**src/rtl/rv32_pkg.sv**
```systemverilog
// Shared RV32 pipeline definitions: fetch FSM encoding, NOP, reset vector, opcodes.
package rv32_pkg;

   localparam logic [31:0] NOP_INSTR        = 32'h0000_0013;
   localparam logic [31:0] RESET_PC_DEFAULT = 32'h0000_0000;

   typedef logic [1:0] fetch_state_t;
   localparam fetch_state_t S_BOOT  = 2'd0;
   localparam fetch_state_t S_FETCH = 2'd1;
   localparam fetch_state_t S_FULL  = 2'd2;
   localparam fetch_state_t S_DRAIN = 2'd3;

   localparam logic [6:0] OPC_LUI    = 7'b0110111;
   localparam logic [6:0] OPC_AUIPC  = 7'b0010111;
   localparam logic [6:0] OPC_JAL    = 7'b1101111;
   localparam logic [6:0] OPC_JALR   = 7'b1100111;
   localparam logic [6:0] OPC_BRANCH = 7'b1100011;
   localparam logic [6:0] OPC_LOAD   = 7'b0000011;
   localparam logic [6:0] OPC_STORE  = 7'b0100011;
   localparam logic [6:0] OPC_OP_IMM = 7'b0010011;
   localparam logic [6:0] OPC_OP     = 7'b0110011;

   typedef struct packed {
      logic [31:0] instr;
      logic [31:0] pc;
   } fetch_entry_t;

   function automatic logic [31:0] pc_plus4(input logic [31:0] pc);
      return pc + 32'd4;
   endfunction

endpackage

```
**src/rtl/fetch_stage_if.sv**
```systemverilog
// Instruction-memory request/acknowledge bus between fetch and imem.
interface fetch_stage_if;
   logic        imem_req;
   logic [31:0] imem_addr;
   logic        imem_ack;
   logic [31:0] imem_rdata;

   modport master (output imem_req, output imem_addr, input imem_ack, input imem_rdata);
   modport slave  (input imem_req, input imem_addr, output imem_ack, output imem_rdata);
endinterface

```
**src/rtl/fetch_fifo.sv**
```systemverilog
// Small fetched-instruction buffer with push/pop/flush; flush dominates both.
module fetch_fifo #(
   parameter int DEPTH = 2,
   parameter int WIDTH = 64
) (
   input  logic             clk,
   input  logic             rst,
   input  logic             i_flush,
   input  logic             i_push,
   input  logic             i_pop,
   input  logic [WIDTH-1:0] i_push_data,
   output logic [WIDTH-1:0] o_head_data,
   output logic             o_full,
   output logic             o_almost_full,
   output logic             o_empty
);

   localparam int PW = (DEPTH > 1) ? $clog2(DEPTH) : 1;
   localparam int CW = $clog2(DEPTH + 1);

   logic [WIDTH-1:0] r_mem [DEPTH];
   logic [PW-1:0]    r_wr_ptr;
   logic [PW-1:0]    r_rd_ptr;
   logic [CW-1:0]    r_count;
   logic             w_push;
   logic             w_pop;

   function automatic logic [PW-1:0] ptr_inc(input logic [PW-1:0] p);
      return (p == PW'(DEPTH - 1)) ? '0 : p + PW'(1);
   endfunction

   assign o_full        = (r_count == CW'(DEPTH));
   assign o_almost_full = (r_count == CW'(DEPTH - 1));
   assign o_empty       = (r_count == '0);
   assign o_head_data   = r_mem[r_rd_ptr];

   assign w_pop  = i_pop && !i_flush && !o_empty;
   assign w_push = i_push && !i_flush && (!o_full || w_pop);

   always_ff @(posedge clk or posedge rst) begin
      if (rst) begin
         r_wr_ptr <= '0;
         r_rd_ptr <= '0;
         r_count  <= '0;
      end else if (i_flush) begin
         r_wr_ptr <= '0;
         r_rd_ptr <= '0;
         r_count  <= '0;
      end else begin
         if (w_push) r_wr_ptr <= ptr_inc(r_wr_ptr);
         if (w_pop)  r_rd_ptr <= ptr_inc(r_rd_ptr);
         r_count <= r_count + CW'(w_push) - CW'(w_pop);
      end
   end

   // Storage carries no reset; occupancy alone decides what is valid.
   always_ff @(posedge clk) begin
      if (w_push) r_mem[r_wr_ptr] <= i_push_data;
   end

endmodule

```
**src/rtl/fetch_stage.sv**
```systemverilog
// RV32 fetch stage: issues word-aligned imem requests, buffers returns, handles redirects.
module fetch_stage
   import rv32_pkg::*;
#(
   parameter logic [31:0] RESET_PC   = RESET_PC_DEFAULT,
   parameter int          FIFO_DEPTH = 2
) (
   input  logic                 clk,
   input  logic                 rst,
   input  logic                 stall,
   input  logic                 redirect,
   input  logic [31:0]          redirect_pc,
   fetch_stage_if.master        imem,
   output logic [31:0]          instr_de,
   output logic [31:0]          pc_de,
   output logic [31:0]          pc_4_de,
   output logic                 valid_de
);

   fetch_state_t r_state;
   fetch_state_t w_state_next;
   logic [31:0]  r_fetch_pc;
   logic [31:0]  w_fetch_pc_next;
   logic [31:0]  r_pending_pc;
   logic [31:0]  w_pending_pc_next;

   logic         w_req;
   logic         w_ack;
   logic         w_push;
   logic         w_pop;
   logic         w_full;
   logic         w_almost_full;
   logic         w_empty;
   logic         w_full_after;
   logic [31:0]  w_redirect_target;
   fetch_entry_t w_push_entry;
   fetch_entry_t w_head_entry;

   assign w_req             = (r_state == S_FETCH) || (r_state == S_DRAIN);
   assign w_ack             = w_req && imem.imem_ack;
   assign w_redirect_target = redirect_pc & ~32'd3;

   assign imem.imem_req  = w_req;
   assign imem.imem_addr = r_fetch_pc;

   // Redirect flushes the buffer and suppresses both pop and push in that edge.
   assign w_push = (r_state == S_FETCH) && w_ack && !redirect;
   assign w_pop  = valid_de && !stall && !redirect;
   assign w_full_after = (w_full && !w_pop) || (w_almost_full && w_push && !w_pop);

   assign w_push_entry.instr = imem.imem_rdata;
   assign w_push_entry.pc    = r_fetch_pc;

   fetch_fifo #(
      .DEPTH (FIFO_DEPTH),
      .WIDTH ($bits(fetch_entry_t))
   ) u_fifo (
      .clk           (clk),
      .rst           (rst),
      .i_flush       (redirect),
      .i_push        (w_push),
      .i_pop         (w_pop),
      .i_push_data   (w_push_entry),
      .o_head_data   (w_head_entry),
      .o_full        (w_full),
      .o_almost_full (w_almost_full),
      .o_empty       (w_empty)
   );

   assign valid_de = !w_empty;
   assign instr_de = w_empty ? NOP_INSTR  : w_head_entry.instr;
   assign pc_de    = w_empty ? r_fetch_pc : w_head_entry.pc;
   assign pc_4_de  = pc_plus4(pc_de);

   always_comb begin
      w_state_next      = r_state;
      w_fetch_pc_next   = r_fetch_pc;
      w_pending_pc_next = r_pending_pc;
      case (r_state)
         S_BOOT:  w_state_next = S_FETCH;
         S_FETCH: begin
            if (w_push)       w_fetch_pc_next = pc_plus4(r_fetch_pc);
            if (w_full_after) w_state_next    = S_FULL;
         end
         S_FULL:  if (w_pop) w_state_next = S_FETCH;
         S_DRAIN: begin
            if (w_ack) begin
               w_fetch_pc_next = r_pending_pc;
               w_state_next    = S_FETCH;
            end
         end
         default: w_state_next = S_BOOT;
      endcase
      // An unacked request must complete before the new target goes out.
      if (redirect) begin
         if (w_req && !imem.imem_ack) begin
            w_pending_pc_next = w_redirect_target;
            w_state_next      = S_DRAIN;
         end else begin
            w_fetch_pc_next = w_redirect_target;
            w_state_next    = S_FETCH;
         end
      end
   end

   always_ff @(posedge clk or posedge rst) begin
      if (rst) begin
         r_state      <= S_BOOT;
         r_fetch_pc   <= RESET_PC;
         r_pending_pc <= '0;
      end else begin
         r_state      <= w_state_next;
         r_fetch_pc   <= w_fetch_pc_next;
         r_pending_pc <= w_pending_pc_next;
      end
   end

endmodule

```
**src/flat_wrapper.sv**
```systemverilog
// flat-port wrapper written by rule: the top's interface ports become plain ports
module fetch_stage_flat import rv32_pkg::*;
#(
   parameter logic [31:0] RESET_PC   = RESET_PC_DEFAULT,
   parameter int          FIFO_DEPTH = 2
)
  (clk, rst, stall, redirect, redirect_pc, instr_de, pc_de, pc_4_de, valid_de, imem_imem_req, imem_imem_addr, imem_imem_ack, imem_imem_rdata);
  fetch_stage_if imem_i ();
  input  logic clk;
  input  logic rst;
  input  logic stall;
  input  logic redirect;
  input  logic [31:0] redirect_pc;
  output logic [31:0] instr_de;
  output logic [31:0] pc_de;
  output logic [31:0] pc_4_de;
  output logic valid_de;
  output wire logic [$bits(imem_i.imem_req)-1:0] imem_imem_req;
  output wire logic [$bits(imem_i.imem_addr)-1:0] imem_imem_addr;
  input wire logic [$bits(imem_i.imem_ack)-1:0] imem_imem_ack;
  input wire logic [$bits(imem_i.imem_rdata)-1:0] imem_imem_rdata;
  assign imem_imem_req = imem_i.imem_req;
  assign imem_imem_addr = imem_i.imem_addr;
  assign imem_i.imem_ack = imem_imem_ack;
  assign imem_i.imem_rdata = imem_imem_rdata;
  fetch_stage #(.RESET_PC(RESET_PC), .FIFO_DEPTH(FIFO_DEPTH)) u_core (.clk(clk), .rst(rst), .stall(stall), .redirect(redirect), .redirect_pc(redirect_pc), .imem(imem_i), .instr_de(instr_de), .pc_de(pc_de), .pc_4_de(pc_4_de), .valid_de(valid_de));
endmodule
```
**config.mk**
```make
export PLATFORM = sky130hd
export DESIGN_NAME = fetch_stage_flat
export DESIGN_NICKNAME = d
export VERILOG_FILES = /design/src/rtl/rv32_pkg.sv /design/src/rtl/fetch_stage_if.sv /design/src/rtl/fetch_fifo.sv /design/src/rtl/fetch_stage.sv /design/src/flat_wrapper.sv
export SDC_FILE = /design/constraint.sdc
export NUM_CORES = 1
export LEC_CHECK = 0
export ABC_AREA = 1
export CAP_MARGIN = 20
export CORE_UTILIZATION = 26
export DETAILED_ROUTE_END_ITERATION = 12
export GPL_TIMING_DRIVEN = 0
export PLACE_DENSITY = 0.46
export SLEW_MARGIN = 20
export SYNTH_ARGS = -nofsm -noshare
export SYNTH_HDL_FRONTEND = slang
export SYNTH_SLANG_ARGS = --single-unit
```
**constraint.sdc**
```tcl
create_clock -name clk -period 4.1 [get_ports clk]
set_clock_uncertainty 0.05 [all_clocks]
set_input_delay 0.615 -clock clk [delete_from_list [all_inputs] [get_ports clk]]
set_output_delay 0.615 -clock clk [all_outputs]
set_load 0.01 [all_outputs]
```
==> metrics.yaml, run 1 <==
sta:
  report.final.slew_viol_count: 0
  relSlewSlack: 0.4810
  tightest_slew_ns: 0.7784
  finalSetupTns_ns: 0
  fin_ws_ns: 0.2504
  setup_viol: 0
  rsz0062_at_grt: "false"
  max_freq_mhz: 259.8
  layout_min_cycle_time_ns: 3.850
  min_period_over_period: 0.9389
  hold_viol_final: 0
synth:
  yosys_most_used_dff: "edfxtp_1"
  ys_ff_latch: 196
  async_flop_share: 0.3469
  syn-mean-instance-area_um2: 8.504
  synth_fp_nets: 1296
  ys_seq_area_frac: 0.5332
  synth-edff-count: 128
  synth_area_um2: 10400
  ys_types: 42
  synthCells: 1223
  synth_warnings: 0
global_routing:
  gr-total-overflow: 0
  grt_pass1_vias: 8792
  grt.total_usage: 0.1762
  antenna_found_initial: 0
  grt_pass1_wl_um: 54060
  grt_max_degree: 49
die:
  die_x_um: 202
  core_area_um2: 39010
  die_h_um: 202
  io_pins: 199
  std_cell_rows: 72
  initial_core_util: 0.2666
  die_area_um2: 40800
placed_design:
  gp_congestion: 0.8876
  pre_cts_ws_ns: 0.6528
  dp_cells: 1942
  portBuffers: 194
  dp_hpwl_um: 27390
worst_setup_path:
  worst_ep_required_time_ns: 3.43
  worstSetupStartpointType: "flip-flop"
  crit_fanout: 10
  criticalPathCategory: "flip-flop to output port"
  worst_setup_path_end_kind: "output port"
  arrival_ns: 3.18
clock_network:
  h-tree-depth: 4
  hold_buffers: 0
  cts_tree: "done"
  clockRootBuffer: "clkbuf_16"
  clk_latency_ns: 0.45
  numCtsBuffers: 17
  cts_max_path_buffers: 2
  cts.sink_count: 196
  clkTransAtPathRegs_ns: 0.08
hold_path:
  min_path_type: "input port to async pin"
power:
  p_leak_nw: 5.519
  p_per_area_nw_per_um2: 804.3
  power.ir.vdd_worst_v: 0.0003196
  p_total_w: 0.01107
finish:
  syn2layout_area_growth_pct: 32.30
  layout-drive-gt1-share: 0.1030
  num_antenna_cells: 0
  final_core_util: 0.3527
  final_cell_count_no_fill: 1974
  fin_nets: 1516
detailed_routing:
  route.met3.wl_um: 1888
  top_layer: "met4"
  post-route-drc-count: 0
  routedWlPerCell_um: 18.14
  vias: 9045
  first_pass_iters: 5
  wl_met1_um: 16270
  final_antenna_net_count: 0
  route.met2.wl_um: 17080
  drt-initial-drc-count: 598
  vias_per_cell: 4.582
  routed_wl_um: 35810
status:
  status: "finished clean"
job:
  maxCapViolCount: 0
final cells by class:
class / count / area, um2
fillers: 4016 / 25250
flip-flops and latches: 196 / 5545
multi-input cells: 875 / 4200
repair buffers: 201 / 2127
well taps: 518 / 648.1
clock buffers: 17 / 425.4
inverters: 97 / 367.9
plain buffers: 55 / 309.0
clock inverters: 15 / 136.4
stage by stage:
stage	hold slack [ns]	cell area, um2
after CTS	0.3948	13750
final	0.4218	13760
after detailed placement	0.4224	13190
after floorplan	0.3979	10400
after global routing	0.4129	13760
after global placement	0.4171	12990
repair_timing:
| item | in CTS | in global routing |
|---|---|---|
| buffers inserted | 0 | 0 |
| endpoints found under the setup margin | 0 | 4 |
| resized for setup | 0 | 2 |
| endpoints found under the hold margin | 0 | 0 |
cell usage after synthesis, drive strengths merged, types with 2 or more instances:
cell	instances	area (um2)
nand2	404	1573
nor2	155	649.4
edfxtp	128	3844
inv	96	360.3
a21oi	83	430.4
nand3	69	350.3
dfrtp	68	1702
o21ai	68	377.9
buf	33	226.5
clkbuf	22	82.58
mux2	21	236.5
nand4	15	93.84
xor2	15	131.4
a31oi	8	50.05
a22oi	6	45.04
nor3	6	35.03
o211ai	6	45.04
nand3b	5	37.54
ha	4	50.05
a211oi	2	15.01
xnor2	2	17.52
layout by cell type (no fill, tap or decap), types with 3 or more instances in the layout:
cell type,n
nand2_1,386
clkdlybuf4s50_1,194
nor2_1,132
edfxtp_1,128
inv_1,92
a21oi_1,79
nand3_1,68
dfrtp_1,68
o21ai_0,54
clkbuf_1,22
mux2_2,21
nor2_2,18
nand2_2,17
clkbuf_16,17
nand4_1,15
xor2_1,15
buf_2,10
buf_4,10
o21ai_2,10
a31oi_1,8
buf_1,7
inv_6,7
o211ai_1,6
a22oi_1,6
buf_16,6
nor3_1,5
nand3b_1,5
nor2_4,5
buf_6,4
o21ai_1,4
a21oi_2,4
inv_8,4
inv_2,3
ha_1,3
routing by layer:
layer / up-vias / track usage
met2: 275 / 0.2896
met3: 35 / 0.02660
met1: 4245 / 0.2387
met4: 0 / 0.05141
li1: 4490 / -
met5: - / 0
cells by family (layout without fill, tap and decap cells):
kind of cell,after synthesis,after routing,share of synthesized area
AO/OA/AOI/OAI,177,177,0.09552
XOR/XNOR,17,17,0.01432
adder cells (fa/ha/maj),4,4,0.004813
buffers and inverters,152,385,0.06485
flip-flops,196,196,0.5332
multiplexers,21,21,0.02274
AND/OR/NAND/NOR,656,656,0.2646
final timing paths:
path | startpoint | endpoint | slack, ns | depth (start not counted)
worst max register to register | u_core.r_state[1] | u_core.u_fifo.r_mem[0][9] | 1.42 | 10
worst max-delay path | u_core.u_fifo.r_count[1] | pc_4_de[16] | 0.25 | 12
worst min register to register | u_core.r_pending_pc[9] | u_core.r_pending_pc[9] | 0.44 | 2
max in group asynchronous | rst | u_core.imem.imem_addr[10] | 3.00 | 3
worst min-delay path | rst | u_core.u_fifo.r_count[1] | 0.42 | 2
min in group clk | redirect | u_core.u_fifo.r_count[0] | 0.43 | 2
sequential cells by signal, indices dropped and copies added (netlist names):
signal	flops
u_core.r_pending_pc	30
u_core.u_fifo.r_rd_ptr	1
u_core.u_fifo.r_mem	128
u_core.u_fifo.r_count	2
u_core.u_fifo.r_wr_ptr	1
u_core.r_state	2
u_core.imem.imem_addr	32
worst max-delay path, cell delays in order (launching register included):
cell and delay (ns):
dfrtp_1 0.42, inv_2 0.12, nand2_8 0.10, buf_8 0.16, o21ai_2 0.26, ha_2 0.29, inv_1 0.06, nor2_2 0.18
nand3_1 0.22, inv_1 0.15, nand2_1 0.07, xor2_1 0.15, clkdlybuf4s50_1 0.56
power breakdown:
group	internal [W]	switching, W
Sequential	0.00264	0.000561
Clock	0.000809	0.000837
Combinational	0.00263	0.00358
Note: power is estimated with default switching activity, not from simulation.
==> inputs of run 2 (changes only) <==
- CAP_MARGIN: 20 -> 5
- CORE_UTILIZATION: 26 -> 31
- PLACE_DENSITY: 0.46 -> 0.53
- clock period: 4.1 -> 3.4 ns (I/O delays scaled with it)
==> run 2 against run 1 <==
Clock power up 25%. Critical path type unchanged. Sequential cell count unchanged. Worst setup slack worse by 0.17 ns. Count of clock-buffer cells in the layout up 1. Cell count down 3.1%.
==> metrics.yaml, run 2 (synthesized netlist as in run 1, its figures left out) <==
sta:
  setup_viol: 0
  tightest_slew_ns: 0.7322
  max_freq_mhz: 301.2
  hold_viol_final: 0
  layout_min_cycle_time_ns: 3.320
  finalSetupTns_ns: 0
  report.final.slew_viol_count: 0
  rsz0062_at_grt: "true"
  min_period_over_period: 0.9765
  relSlewSlack: 0.5119
worst_setup_path:
  rr_worst_depth: 9
  max_stage_delay_ns: 0.53
  arrival_ns: 2.76
  crit_buf_inv: 4
  crit_fanout: 10
  crit_family: "buffers and inverters"
  crit_slowest_cell: "clkdlybuf4s50_1"
  path_cells: "inv_2 > nand2_8 > buf_8 > o21ai_4 > buf_4 > nand3_4 > nor2_4 > nand2_2 > nor2_1 > nand2_1 > nand2_1 > clkdlybuf4s50_1"
  worst_ep_required_time_ns: 2.84
  r2r-start: "u_core.imem.imem_addr[2]"
  worstSetupStartpointType: "flip-flop"
  worst_setup_path_end_kind: "output port"
  crit_top_cell: "nand2_1"
  criticalPathCategory: "flip-flop to output port"
  r2r_end: "u_core.imem.imem_addr[26]"
  r2r_setup_slack_ns: 1.07
detailed_routing:
  routedWlPerCell_um: 17.96
  drt-initial-drc-count: 809
  final_antenna_net_count: 0
  routed_wl_um: 34330
  vias_per_cell: 4.817
  vias: 9210
  first_pass_iters: 5
  post-route-drc-count: 0
finish:
  syn2layout_area_growth_pct: 34.49
  top_register: "u_core.u_fifo.r_mem"
  num_antenna_cells: 0
  fin_nets: 1530
  final_common_cell: "nand2_1"
  layout-drive-gt1-share: 0.1313
  largest_register_ffs: 128
  final_cell_mix: "379 x nand2_1, 171 x clkdlybuf4s50_1, 128 x edfxtp_1"
status:
  status: "finished clean"
die:
  die_x_um: 185.2
  std_cell_rows: 66
  io_pins: 199
  initial_core_util: 0.3172
  die_area_um2: 34280
  core_area_um2: 32780
  die_h_um: 185.2
job:
  maxCapViolCount: 0
clock_network:
  cts_max_path_buffers: 2
  clk_latency_ns: 0.44
  clockRootBuffer: "clkbuf_16"
  h-tree-depth: 4
  cts_tree: "done"
  numCtsBuffers: 17
  clkTransAtPathRegs_ns: 0.07
  cts.sink_count: 196
global_routing:
  antenna_found_initial: 0
  grt_max_degree: 44
  grt.total_usage: 0.2024
  grt_pass1_vias: 8599
  gr-total-overflow: 0
  grt_pass1_wl_um: 51550
hold_path:
  hold_start: "redirect"
  min_to: "u_core.u_fifo.r_count[0]"
  hold_path_depth: 2
  min_path_type: "input port to flip-flop"
power:
  p_leak_nw: 5.746
  p_total_w: 0.01368
  p_per_area_nw_per_um2: 978.2
  power.ir.vdd_worst_v: 0.0004355
placed_design:
  gp_congestion: 0.9065
  portBuffers: 194
  dp_hpwl_um: 25650
## run 2: cell types whose count changed in the layout (fill, tap and decap cells not counted), sizes merged
cell,previous run,this run
dlymetal6s2s,0,12
clkdlybuf4s50,194,171
buf,40,54
bufinv,0,2
clkinvlp,1,2
dlygate4sd2,0,8
inv,107,103
clkbuf,39,43
## run 2: worst max-delay path by stage
stage | from | endpoint | slack [ns] | depth (start not counted)
2_1_floorplan | redirect | u_core.u_fifo.r_mem[0][0] | -1.0 | 6
3_3_place_gp | stall | u_core.u_fifo.r_mem[0][19] | -3.08 | 4
3_5_place_dp | u_core.u_fifo.r_count[1] | pc_4_de[16] | 0.05 | 12
4_1_cts | u_core.u_fifo.r_count[1] | pc_4_de[17] | -0.02 | 11
5_1_grt | u_core.u_fifo.r_rd_ptr | pc_4_de[19] | -0.1 | 14
6_report | u_core.u_fifo.r_count[1] | pc_4_de[19] | 0.08 | 12
## run 2: per-stage QoR
step / std cells / hold slack (ns) / area [um2] / utilization / setup slack (ns)
global placement: 1859 / 0.4168 / 12890 / 0.3933 / -3.077
floorplan: 1223 / 0.3979 / 10400 / - / -0.9990
global route: 1912 / 0.3185 / 13990 / 0.4266 / -0.09784
CTS: 1903 / 0.2991 / 13810 / 0.4212 / -0.02008
finish: 1912 / 0.3113 / 13990 / 0.4266 / 0.07983
detailed placement: 1866 / 0.4214 / 13080 / 0.3991 / 0.05093
## run 2: final cells by class
| cell class | count | area, um2 |
|---|---|---|
| fillers | 3304 | 18800 |
| plain buffers | 55 | 329.1 |
| inverters | 97 | 367.9 |
| repair buffers | 215 | 2222 |
| clock buffers | 18 | 429.2 |
| flip-flops and latches | 196 | 5548 |
| well taps | 442 | 553.0 |
| clock inverters | 14 | 165.2 |
| multi-input cells | 875 | 4373 |
## run 2: where the power goes
part	internal, W	switching [W]	leakage (nW)	total (W)
Sequential	0.00319	0.000693	1.96	0.00388
Combinational	0.00324	0.00450	3.50	0.00774
Clock	0.00111	0.000952	0.285	0.00206
Total	0.00754	0.00614	5.75	0.0137
## run 2: repair_timing
| action | CTS | global route |
|---|---|---|
| pin swaps | 4 | 9 |
| endpoints found under the setup margin | 20 | 21 |
| resized for setup | 41 | 42 |
| buffers inserted | 5 | 9 |
| hold buffers | 0 | 0 |
## run 2: routing by layer
layer / vias up / GRT usage / wire (um)
li1: 4519 / - / -
met1: 4410 / 0.2781 / 16020
met2: 246 / 0.3287 / 16140
met3: 35 / 0.02871 / 1584
met4: 0 / 0.06248 / 586
met5: - / 0 / 0
